[config.mk]
export PLATFORM = sky130hd
export DESIGN_NAME = downscale_nx
export DESIGN_NICKNAME = d
export VERILOG_FILES = /design/src/rtl/downscale_pkg.sv /design/src/rtl/downscale_acc_line.sv /design/src/rtl/downscale_nx.sv
export SDC_FILE = /design/constraint.sdc
export NUM_CORES = 2
export LEC_CHECK = 0
export BUFFER_PORTS_ARGS = -buffer_cell sky130_fd_sc_hd__buf_2
export CAP_MARGIN = 20
export CELL_PAD_IN_SITES_DETAIL_PLACEMENT = 1
export CELL_PAD_IN_SITES_GLOBAL_PLACEMENT = 1
export CORE_MARGIN = 2
export CORE_UTILIZATION = 60
export DETAILED_ROUTE_END_ITERATION = 8
export GPL_ROUTABILITY_DRIVEN = 0
export PLACE_DENSITY = 0.86
export SLEW_MARGIN = 0
export SYNTH_ARGS = -nofsm -noshare
export SYNTH_HDL_FRONTEND = slang
export SYNTH_HIERARCHICAL = 1
export SYNTH_SLANG_ARGS = --single-unit
[constraint.sdc]
create_clock -name clk -period 26.8 [get_ports clk]
set_input_delay 5.36 -clock clk [delete_from_list [all_inputs] [get_ports clk]]
set_output_delay 5.36 -clock clk [all_outputs]
set_load 0.01 [all_outputs]
[src/rtl/downscale_pkg.sv]
// Shared encodings and helpers for the downscale_nx streaming image downscaler.
package downscale_pkg;

    typedef enum logic [1:0] {
        ST_IDLE  = 2'd0,
        ST_RUN   = 2'd1,
        ST_FLUSH = 2'd2,
        ST_DONE  = 2'd3
    } state_e;

    localparam logic MODE_DECIM = 1'b0;
    localparam logic MODE_AVG   = 1'b1;
    localparam logic FACTOR_2   = 1'b0;
    localparam logic FACTOR_4   = 1'b1;

    // Accumulator guard bits: a 4x4 block sum of full-scale pixels needs 4 more bits.
    localparam int ACC_GUARD_W = 4;

    // Phase mask inside a block (F-1): selects the low col/row bits that index a pixel in its block.
    function automatic logic [1:0] block_mask(input logic factor);
        logic [1:0] mask;
        case (factor)
            FACTOR_4: mask = 2'd3;
            FACTOR_2: mask = 2'd1;
            default:  mask = 2'd1;
        endcase
        return mask;
    endfunction

endpackage

[src/rtl/downscale_acc_line.sv]
// Per-block-column vertical accumulator line: combinational read, synchronous write.
module downscale_acc_line
    import downscale_pkg::*;
#(
    parameter int DATA_W    = 8,
    parameter int MAX_WIDTH = 320,
    parameter int DIM_W     = 9
) (
    input  logic                          clk_i,
    input  logic                          wr_en_i,
    input  logic [DIM_W-1:0]              wr_addr_i,
    input  logic [DATA_W+ACC_GUARD_W-1:0] wr_data_i,
    input  logic [DIM_W-1:0]              rd_addr_i,
    output logic [DATA_W+ACC_GUARD_W-1:0] rd_data_o
);

    localparam int ACC_W   = DATA_W + ACC_GUARD_W;
    localparam int ENTRIES = MAX_WIDTH / 2;
    localparam int AW      = $clog2(ENTRIES);

    logic [ACC_W-1:0] mem_q [ENTRIES];
    logic             wr_in_range_s;
    logic             rd_in_range_s;

    // Out-of-range addresses are dropped on write and read back as zero.
    assign wr_in_range_s = (wr_addr_i < DIM_W'(ENTRIES));
    assign rd_in_range_s = (rd_addr_i < DIM_W'(ENTRIES));
    assign rd_data_o     = rd_in_range_s ? mem_q[rd_addr_i[AW-1:0]] : '0;

    // Contents need no reset: the first row of every block row overwrites its entry.
    always_ff @(posedge clk_i) begin
        if (wr_en_i && wr_in_range_s) begin
            mem_q[wr_addr_i[AW-1:0]] <= wr_data_i;
        end
    end

endmodule

[src/rtl/downscale_nx.sv]
// downscale_nx: raster-order 2x/4x image downscaler (decimation or block average)
// with valid/ready streams and per-frame configuration latched at start.
module downscale_nx
    import downscale_pkg::*;
#(
    parameter int DATA_W    = 8,
    parameter int MAX_WIDTH = 320,
    parameter int DIM_W     = 9
) (
    input  logic              clk,
    input  logic              reset_n,
    input  logic              start,
    input  logic              mode,
    input  logic              factor_sel,
    input  logic [DIM_W-1:0]  img_width,
    input  logic [DIM_W-1:0]  img_height,
    input  logic              in_valid,
    output logic              in_ready,
    input  logic [DATA_W-1:0] pixel_in,
    output logic              out_valid,
    input  logic              out_ready,
    output logic [DATA_W-1:0] pixel_out,
    output logic              busy,
    output logic              done,
    output logic              cfg_err
);

    localparam int ACC_W = DATA_W + ACC_GUARD_W;

    state_e            state_q, state_d;
    logic              mode_q, mode_d;
    logic              factor_q, factor_d;
    logic [DIM_W-1:0]  width_q, width_d;
    logic [DIM_W-1:0]  height_q, height_d;
    logic [DIM_W-1:0]  col_q, col_d;
    logic [DIM_W-1:0]  row_q, row_d;
    logic [ACC_W-1:0]  hs_q, hs_d;
    logic              out_valid_q, out_valid_d;
    logic [DATA_W-1:0] pixel_out_q, pixel_out_d;
    logic              busy_q, busy_d;
    logic              done_q, done_d;
    logic              cfg_err_q, cfg_err_d;

    logic [1:0]        cfg_mask_s, mask_s, col_ph_s, row_ph_s;
    logic              cfg_ok_s, accept_s, col_last_s, last_pix_s;
    logic              grp_end_s, row_first_s, row_last_s;
    logic              decim_hit_s, avg_hit_s, load_s, acc_we_s;
    logic [DIM_W-1:0]  acc_addr_s;
    logic [ACC_W-1:0]  hs_total_s, acc_rd_s, acc_wr_s;
    logic [DATA_W-1:0] avg_val_s, load_val_s;

    assign cfg_mask_s = block_mask(factor_sel);
    assign cfg_ok_s   = (img_width != '0) && (img_height != '0)
                     && ((img_width[1:0] & cfg_mask_s) == 2'd0)
                     && ((img_height[1:0] & cfg_mask_s) == 2'd0)
                     && (img_width <= DIM_W'(MAX_WIDTH));

    assign in_ready   = (state_q == ST_RUN) && (!out_valid_q || out_ready);
    assign accept_s   = in_valid && in_ready;

    assign mask_s      = block_mask(factor_q);
    assign col_ph_s    = col_q[1:0] & mask_s;
    assign row_ph_s    = row_q[1:0] & mask_s;
    assign grp_end_s   = (col_ph_s == mask_s);
    assign row_first_s = (row_ph_s == 2'd0);
    assign row_last_s  = (row_ph_s == mask_s);
    assign col_last_s  = (col_q == width_q - DIM_W'(1));
    assign last_pix_s  = col_last_s && (row_q == height_q - DIM_W'(1));

    // Averaging: hs sums the pixels of one block row, the line entry sums block rows.
    assign acc_addr_s = (factor_q == FACTOR_4) ? (col_q >> 2'd2) : (col_q >> 2'd1);
    assign hs_total_s = ((col_ph_s == 2'd0) ? '0 : hs_q) + ACC_W'(pixel_in);
    assign acc_wr_s   = (row_first_s ? '0 : acc_rd_s) + hs_total_s;
    assign acc_we_s   = accept_s && (mode_q == MODE_AVG) && grp_end_s;
    assign avg_val_s  = (factor_q == FACTOR_4) ? DATA_W'((acc_rd_s + hs_total_s) >> 3'd4)
                                               : DATA_W'((acc_rd_s + hs_total_s) >> 3'd2);

    assign decim_hit_s = (mode_q == MODE_DECIM) && row_first_s && (col_ph_s == 2'd0);
    assign avg_hit_s   = (mode_q == MODE_AVG) && row_last_s && grp_end_s;
    assign load_s      = accept_s && (decim_hit_s || avg_hit_s);
    assign load_val_s  = (mode_q == MODE_DECIM) ? pixel_in : avg_val_s;

    downscale_acc_line #(
        .DATA_W    (DATA_W),
        .MAX_WIDTH (MAX_WIDTH),
        .DIM_W     (DIM_W)
    ) u_acc_line (
        .clk_i     (clk),
        .wr_en_i   (acc_we_s),
        .wr_addr_i (acc_addr_s),
        .wr_data_i (acc_wr_s),
        .rd_addr_i (acc_addr_s),
        .rd_data_o (acc_rd_s)
    );

    // Frame sequencing: config latch, raster counters and status pulses.
    always_comb begin
        state_d   = state_q;
        mode_d    = mode_q;
        factor_d  = factor_q;
        width_d   = width_q;
        height_d  = height_q;
        col_d     = col_q;
        row_d     = row_q;
        hs_d      = hs_q;
        busy_d    = busy_q;
        done_d    = 1'b0;
        cfg_err_d = 1'b0;
        case (state_q)
            ST_IDLE: begin
                if (start && cfg_ok_s) begin
                    mode_d   = mode;
                    factor_d = factor_sel;
                    width_d  = img_width;
                    height_d = img_height;
                    col_d    = '0;
                    row_d    = '0;
                    hs_d     = '0;
                    busy_d   = 1'b1;
                    state_d  = ST_RUN;
                end else begin
                    cfg_err_d = start;
                end
            end
            ST_RUN: begin
                if (accept_s) begin
                    hs_d = hs_total_s;
                    if (col_last_s) begin
                        col_d = '0;
                        row_d = row_q + DIM_W'(1);
                    end else begin
                        col_d = col_q + DIM_W'(1);
                    end
                    state_d = last_pix_s ? ST_FLUSH : ST_RUN;
                end else begin
                    state_d = ST_RUN;
                end
            end
            ST_FLUSH: begin
                if (!out_valid_q) begin
                    state_d = ST_DONE;
                    done_d  = 1'b1;
                end else begin
                    state_d = ST_FLUSH;
                end
            end
            ST_DONE: begin
                state_d = ST_IDLE;
                busy_d  = 1'b0;
            end
            default: begin
                state_d = ST_IDLE;
                busy_d  = 1'b0;
            end
        endcase
    end

    // Single-entry output register; a new load wins over a same-cycle handshake.
    always_comb begin
        out_valid_d = out_valid_q;
        pixel_out_d = pixel_out_q;
        if (load_s) begin
            out_valid_d = 1'b1;
            pixel_out_d = load_val_s;
        end else if (out_ready) begin
            out_valid_d = 1'b0;
        end else begin
            out_valid_d = out_valid_q;
        end
    end

    // State and output registers.
    always_ff @(posedge clk or negedge reset_n) begin
        if (!reset_n) begin
            state_q     <= ST_IDLE;
            mode_q      <= MODE_DECIM;
            factor_q    <= FACTOR_2;
            width_q     <= '0;
            height_q    <= '0;
            col_q       <= '0;
            row_q       <= '0;
            hs_q        <= '0;
            out_valid_q <= 1'b0;
            pixel_out_q <= '0;
            busy_q      <= 1'b0;
            done_q      <= 1'b0;
            cfg_err_q   <= 1'b0;
        end else begin
            state_q     <= state_d;
            mode_q      <= mode_d;
            factor_q    <= factor_d;
            width_q     <= width_d;
            height_q    <= height_d;
            col_q       <= col_d;
            row_q       <= row_d;
            hs_q        <= hs_d;
            out_valid_q <= out_valid_d;
            pixel_out_q <= pixel_out_d;
            busy_q      <= busy_d;
            done_q      <= done_d;
            cfg_err_q   <= cfg_err_d;
        end
    end

    assign out_valid = out_valid_q;
    assign pixel_out = pixel_out_q;
    assign busy      = busy_q;
    assign done      = done_q;
    assign cfg_err   = cfg_err_q;

endmodule

Word level (Yosys, flattened, before mapping)
Memory sizes are Yosys's and may differ from the RTL's. Index checks and enable logic that the tools add are counted.

Bits in writable memories: 1920. Bits of input ports: 33. Bits in registers: 64. Memories kept: 1.

Memories: u_acc_line.mem_q (words 160, width 12, read ports 1, clocked after memory_dff 0, write ports 1, line downscale_acc_line.sv:21) `logic [ACC_W-1:0] mem_q [ENTRIES];`.

Add/sub/neg operators: 7. Bitwise gates (word level): 7. Muxes and demuxes: 33. Order comparisons: 2. Reductions and logical operators: 33. Equal/unequal tests: 10.

Operators by type and width (number): 12-bit two-way mux (5); 9-bit two-way mux (5); 9-bit case mux with 2 select lines (2); 12-bit adder (2); 8-bit two-way mux (3); 12-bit case mux with 2 select lines (1); 9-bit by 1-bit adder with 9-bit output, second input constant (2); 9-bit == test (2); 9-bit nonzero test (2); 9-bit by 1-bit subtractor with 9-bit output, second input constant (2); 1-bit logical AND (16); 12-bit by 8-bit adder with 12-bit output (1); 2-bit logical NOT (5); 1-bit two-way mux (10); 9-bit less-or-equal comparator, second input constant (1); 2-bit AND (4); 8-bit less-than comparator, second input constant (1); 2-bit case mux with 2 select lines (2); 2-bit case mux with 4 select lines (1); 2-bit two-way mux (3); 2-bit != test, second input constant (3); 2-bit nonzero test (3); 2-bit == test (2); 2-bit == test, second input constant (2); other kinds (8) (12).

Depth between registers and ports, before layout
Word-level depth: 10. Gate-level depth with buffers: 25. Mapped depth without buffers: 19.

By module
The synthesis kept the hierarchy.

Modules (own cells, without submodules): downscale_acc_line (instances 1, sequential area each 57655.3 um^2, cells each 3308, area each 74478.9 um^2); downscale_nx (instances 1, sequential area each 1601.5 um^2, cells each 541, area each 4938.5 um^2).

Worst setup path after synthesis
OpenSTA, ideal clock, no wires.

Kind: input to register. Start point: input pixel_in[0]. End point: memory u_acc_line/mem_q[0][11] (netlist name), data pin. Path buffers: 0. Required time: 25.693 ns. Arrival time: 12.579 ns. Path slack: 13.114 ns. Setup time: 1.107 ns. Stages on the path: 12. Cell sequence: ha_1 -> fa_1 -> a21o_1 -> a21oi_1 -> nor2b_1 -> o21a_1 -> o41ai_1 -> xor2_1 -> ha_1 -> o41ai_1 -> o21ai_0 -> xnor2_1.

Longest elaborated chain between the ends: 2.

RTL lines: start: declaration (line downscale_nx.sv:19) `input logic [DATA_W-1:0] pixel_in,`; 12-bit by 8-bit adder with 12-bit output (line downscale_nx.sv:72) `assign hs_total_s = ((col_ph_s == 2'd0) ? '0 : hs_q) + ACC_W'(pixel_in);`; 12-bit adder (line downscale_nx.sv:73) `assign acc_wr_s = (row_first_s ? '0 : acc_rd_s) + hs_total_s;`; net acc_wr_s[11] (line downscale_nx.sv:49) `logic [ACC_W-1:0] hs_total_s, acc_rd_s, acc_wr_s;`; end: declaration (line downscale_acc_line.sv:21).

The timed path passes the listed nets, and every way through them passes these cells.

Worst setup path in the final report
Start point: register factor_q. End point: memory u_acc_line/mem_q[81][10] (netlist name), data pin.

Elaborated cells between the ends (all ways): 14. Classes of those cells: add/sub: 2; order compare: 1; mux: 5; bitwise: 3; reduce/logical: 2; memory: 1.

RTL lines: start: declaration (line downscale_nx.sv:32) `logic factor_q, factor_d;`; start signal: assignment (line downscale_nx.sv:191) `factor_q <= factor_d;`; 8-bit two-way mux (*) (line downscale_nx.sv:71) `assign acc_addr_s = (factor_q == FACTOR_4) ? (col_q >> 2'd2) : (col_q >> 2'd1);`; net acc_addr_s[0] (line downscale_nx.sv:48) `logic [DIM_W-1:0] acc_addr_s;`; memory 160 x 12 bit or 8-bit less-than comparator (tied branches); 12-bit two-way mux (*) (line downscale_acc_line.sv:28) `assign rd_data_o = rd_in_range_s ? mem_q[rd_addr_i[AW-1:0]] : '0;`; net acc_rd_s[0] (line downscale_nx.sv:49); 12-bit two-way mux (*) (line downscale_nx.sv:73); 12-bit adder (*) (line downscale_nx.sv:73); net acc_wr_s[10] (line downscale_nx.sv:49).

The timed path passes the listed nets; every way through them passes the cells marked *. The select of a mux whose other input is x is not followed.

==> impl_metrics.yaml <==
synth:
  synthAdderAreaFrac_pct: 0.570
  postSynthCellCount: 3849
  synth_top_area_cell: "edfxtp_1"
  postSynthRegisterBits: 1984
  synth-seq-area-share_pct: 74.6
  synth_top_flop_cell: "edfxtp_1"
  ys_top_cells_by_area: "edfxtp_1 73%, mux4_2 13%, mux2i_1 2.1%"
  syn_area_per_cell_um2: 20.6
  synth_enable_flop_cells: 1920
  async_flop_share_pct: 3.23
  synth_area_um2: 79400
  muxShareOfSynthArea_pct: 16.5
  main_combinational_cell_family_by_area_after_synthesis: "multiplexers"
  yosysUniqueCellTypes: 88
  synth-compound-area-share_pct: 3.00
  post_synth_xor_area_fraction_pct: 0.673
  post_synth_and_or_nand_nor_area_fraction_pct: 3.03
  ys.warnings.count: 6
  yosys.area.top_type_share_pct: 72.6
detailed_routing:
  wl_per_cell_um: 44.5
  num_vias: 46700
  wl_um: 269000
  drt_drc_violations_left: 0
  vias_per_instance: 7.74
  detail_route.iter0.violations: 9167
  final_antenna_net_count: 0
  first_pass_iters: 6
die:
  initial_core_util_pct: 60.4
  die_area_um2: 135000
  die_width_um: 368
  floorplan.io_pins: 46
  die-height_um: 368
  core-area_um2: 131000
  std_cell_rows: 133
clock_network:
  tritoncts_clock_tree: "yes"
  num_cts_buffers: 189
  cts_hold_buffers_added: 0
  ctsResizeCount: 0
  worstSkewPairLatency_ns: 0.88
  h_tree_lvl_count: 4
  cts-root-buf: "clkbuf_16"
  clkSlewWorstSetupHoldPaths_ns: 0.07
  post_cts.repair.setup_buffers: 0
  max-clock-path-buffers: 3
  clk_sinks: 1984
pwr:
  total_power_w: 0.0120
  power_per_cell_area_nw_per_um2: 135
  static-leakage-power_nw: 28.3
  worst_ir_drop_vdd_mv: 0.245
cells_and_area:
  layout.cells.most_common_list: "1920 x edfxtp_1, 469 x mux4_2, 208 x nor2_1"
  area_taken_by_multi_input_logic_gates_um2: 19100
  commonest_non_fill_non_tap_cell_in_the_layout: "edfxtp_1"
  layout.nets: 4184
  layout-drive-gt1-share_pct: 26.4
  post-route-cell-area_um2: 89100
  n_fill_cell: 10300
  final-instance-count-excl-fill: 6034
  area_growth_syn_to_layout_pct: 12.2
  seq_area_um2: 59300
timing:
  timing.max_slew.rel_slack_pct: -17.8
  worst_clock_skew_ns: 0.0516
  rsz0062_at_grt: "no"
  totalNegativeSetupSlack_ns: 0
  period_share_pct: 48.1
  timing.final.crit_period_ns: 12.89
  drv_slew: 2
  setup_viol: 0
  clock.fmax_mhz: 77.6
  worst_pin_slew_ns: 1.75
  timing_hold_violations_final: 0
place:
  numPlacedInstances: 5640
  placed_cell_area_um2: 82500
  placement.io_buffers: 45
  place_hpwl_um: 132000
worst_setup_path:
  cp_max_fo: 85
  type_of_the_setup_path_with_the_least_slack: "reg -> reg"
  critical_path.endpoint_type: "flop"
  cp_data_required_time_ns: 27.28
  worstPathArrival_ns: 13.37
  critical_path.startpoint_type: "flop"
status:
  violations: "max-capacitance violations, max-slew violations"
  outcome: "complete, but fails checks"
global_routing:
  antenna_found_initial: 19
  grtUsageTotal_pct: 36.6
  global_route.overflow_total: 0
  grt_pass1_wl_um: 348000
  largest_net_degree_at_the_start_of_global_routing: 161
  first_global_vias: 45400
hold_path:
  hp-class: "reg -> reg"
flow_run:
  maxCapViolCount: 1
[where the power goes]
part | internal [W] | switching, W
logic | 0.00118 | 0.00318
registers | 0.00478 | 0.0000430
clock network | 0.00152 | 0.00130
[sequential cells by signal (all words and copies together), names as in the netlist, named ones only]
signal / cells
cfg_err: 1
width_q: 9
busy: 1
mode_q: 1
done: 1
factor_q: 1
pixel_out: 8
u_acc_line/mem_q: 1920
row_q: 9
state_q: 1
out_valid: 1
hs_q: 12
col_q: 9
height_q: 9
[worst max-delay path, stage by stage, from the launching register on]
cell      delay (ns)
dfrtp_1         0.32
buf_4           0.34
mux2_8          0.62
buf_4           0.70
buf_4           0.65
buf_4           0.68
buf_4           0.75
buf_4           0.69
mux4_2          0.61
mux4_2          0.51
o21ai_0         0.72
a221oi_1        0.46
nor2b_1         0.30
ha_4            0.19
fa_4            0.56
a21o_1          0.21
a21oi_1         0.34
o21bai_1        0.15
a21oi_1         0.38
o21ai_0         0.39
a21o_1          0.30
a21oi_1         0.33
xnor2_2         0.16
buf_4           0.77
buf_4           0.94
[per-layer routing]
metal	vias to the layer above	GRT usage (%)	share of wire [%]
met5	-	0	0.080
met4	28	18.8	7.1
met3	1228	9.85	15
met2	5262	56.1	46
met1	23700	49.0	32
li1	16500	-	-
[cells in the mapped netlist (all sizes together) (4+ instances only)]
| cell | number |
|---|---|
| a21o | 12 |
| clkbuf | 98 |
| and2 | 15 |
| nand2 | 85 |
| mux2 | 61 |
| o211ai | 4 |
| xnor2 | 39 |
| or4 | 4 |
| nor3b | 4 |
| a211oi | 17 |
| nand4 | 6 |
| ha | 33 |
| a2111oi | 22 |
| nor2b | 53 |
| o21bai | 4 |
| inv | 12 |
| o2111ai | 4 |
| mux2i | 164 |
| xor2 | 22 |
| edfxtp | 1920 |
| or3 | 4 |
| o221ai | 11 |
| nor2 | 225 |
| buf | 115 |
| nand3 | 34 |
| nor3 | 19 |
| or2 | 7 |
| a31oi | 17 |
| a21oi | 64 |
| o31ai | 6 |
| dfrtp | 64 |
| nor4 | 10 |
| o22ai | 11 |
| a22oi | 28 |
| mux4 | 477 |
| o21ai | 60 |
| a22o | 24 |
| nand2b | 13 |
| a221oi | 24 |
| nand3b | 5 |
| and3 | 9 |
[cell families after synthesis]
group,after synthesis
flops,1984
buf+inv,225
compound gates,337
xor+xnor,61
fa+ha+maj,35
mux,702
simple gates,504
other cells,1
[area by class of cell]
cell class / instances / share of cell area, %
Antenna cell: 7 / 0.0197
Clock buffer: 240 / 5.67
Inverter: 12 / 0.0506
Multi-Input combinational cell: 1648 / 21.5
Sequential cell: 1984 / 66.5
Tap cell: 1755 / 2.47
Timing Repair Buffer: 281 / 2.51
Clock inverter: 107 / 1.26
[path summary, 6_finish.rpt]
kind / depth (start not counted) / slack (ns) / from / endpoint
setup reg to reg: 24 / 13.91 / factor_q / u_acc_line/mem_q[81][10]
min in group asynchronous: 2 / 4.71 / reset_n / hs_q[2]
setup / recovery: 24 / 13.91 / factor_q / u_acc_line/mem_q[81][10]
hold / removal: 2 / 0.48 / pixel_out[2] / pixel_out[2]
max in group asynchronous: 2 / 21.51 / reset_n / height_q[7]
hold reg to reg: 2 / 0.48 / pixel_out[2] / pixel_out[2]
[stage by stage]
stage / hold slack [ns] / util, % / worst slack (ns)
6_report: 0.481 / 67.8 / 13.91
5_1_grt: 0.494 / 67.7 / 13.61
4_1_cts: 0.488 / 67.4 / 14.61
3_5_place_dp: 0.461 / 62.7 / 15.01
3_3_place_gp: 0.454 / 62.4 / 15.46
2_1_floorplan: 0.458 / - / 13.11
Note: power is estimated with default switching activity, not from simulation.
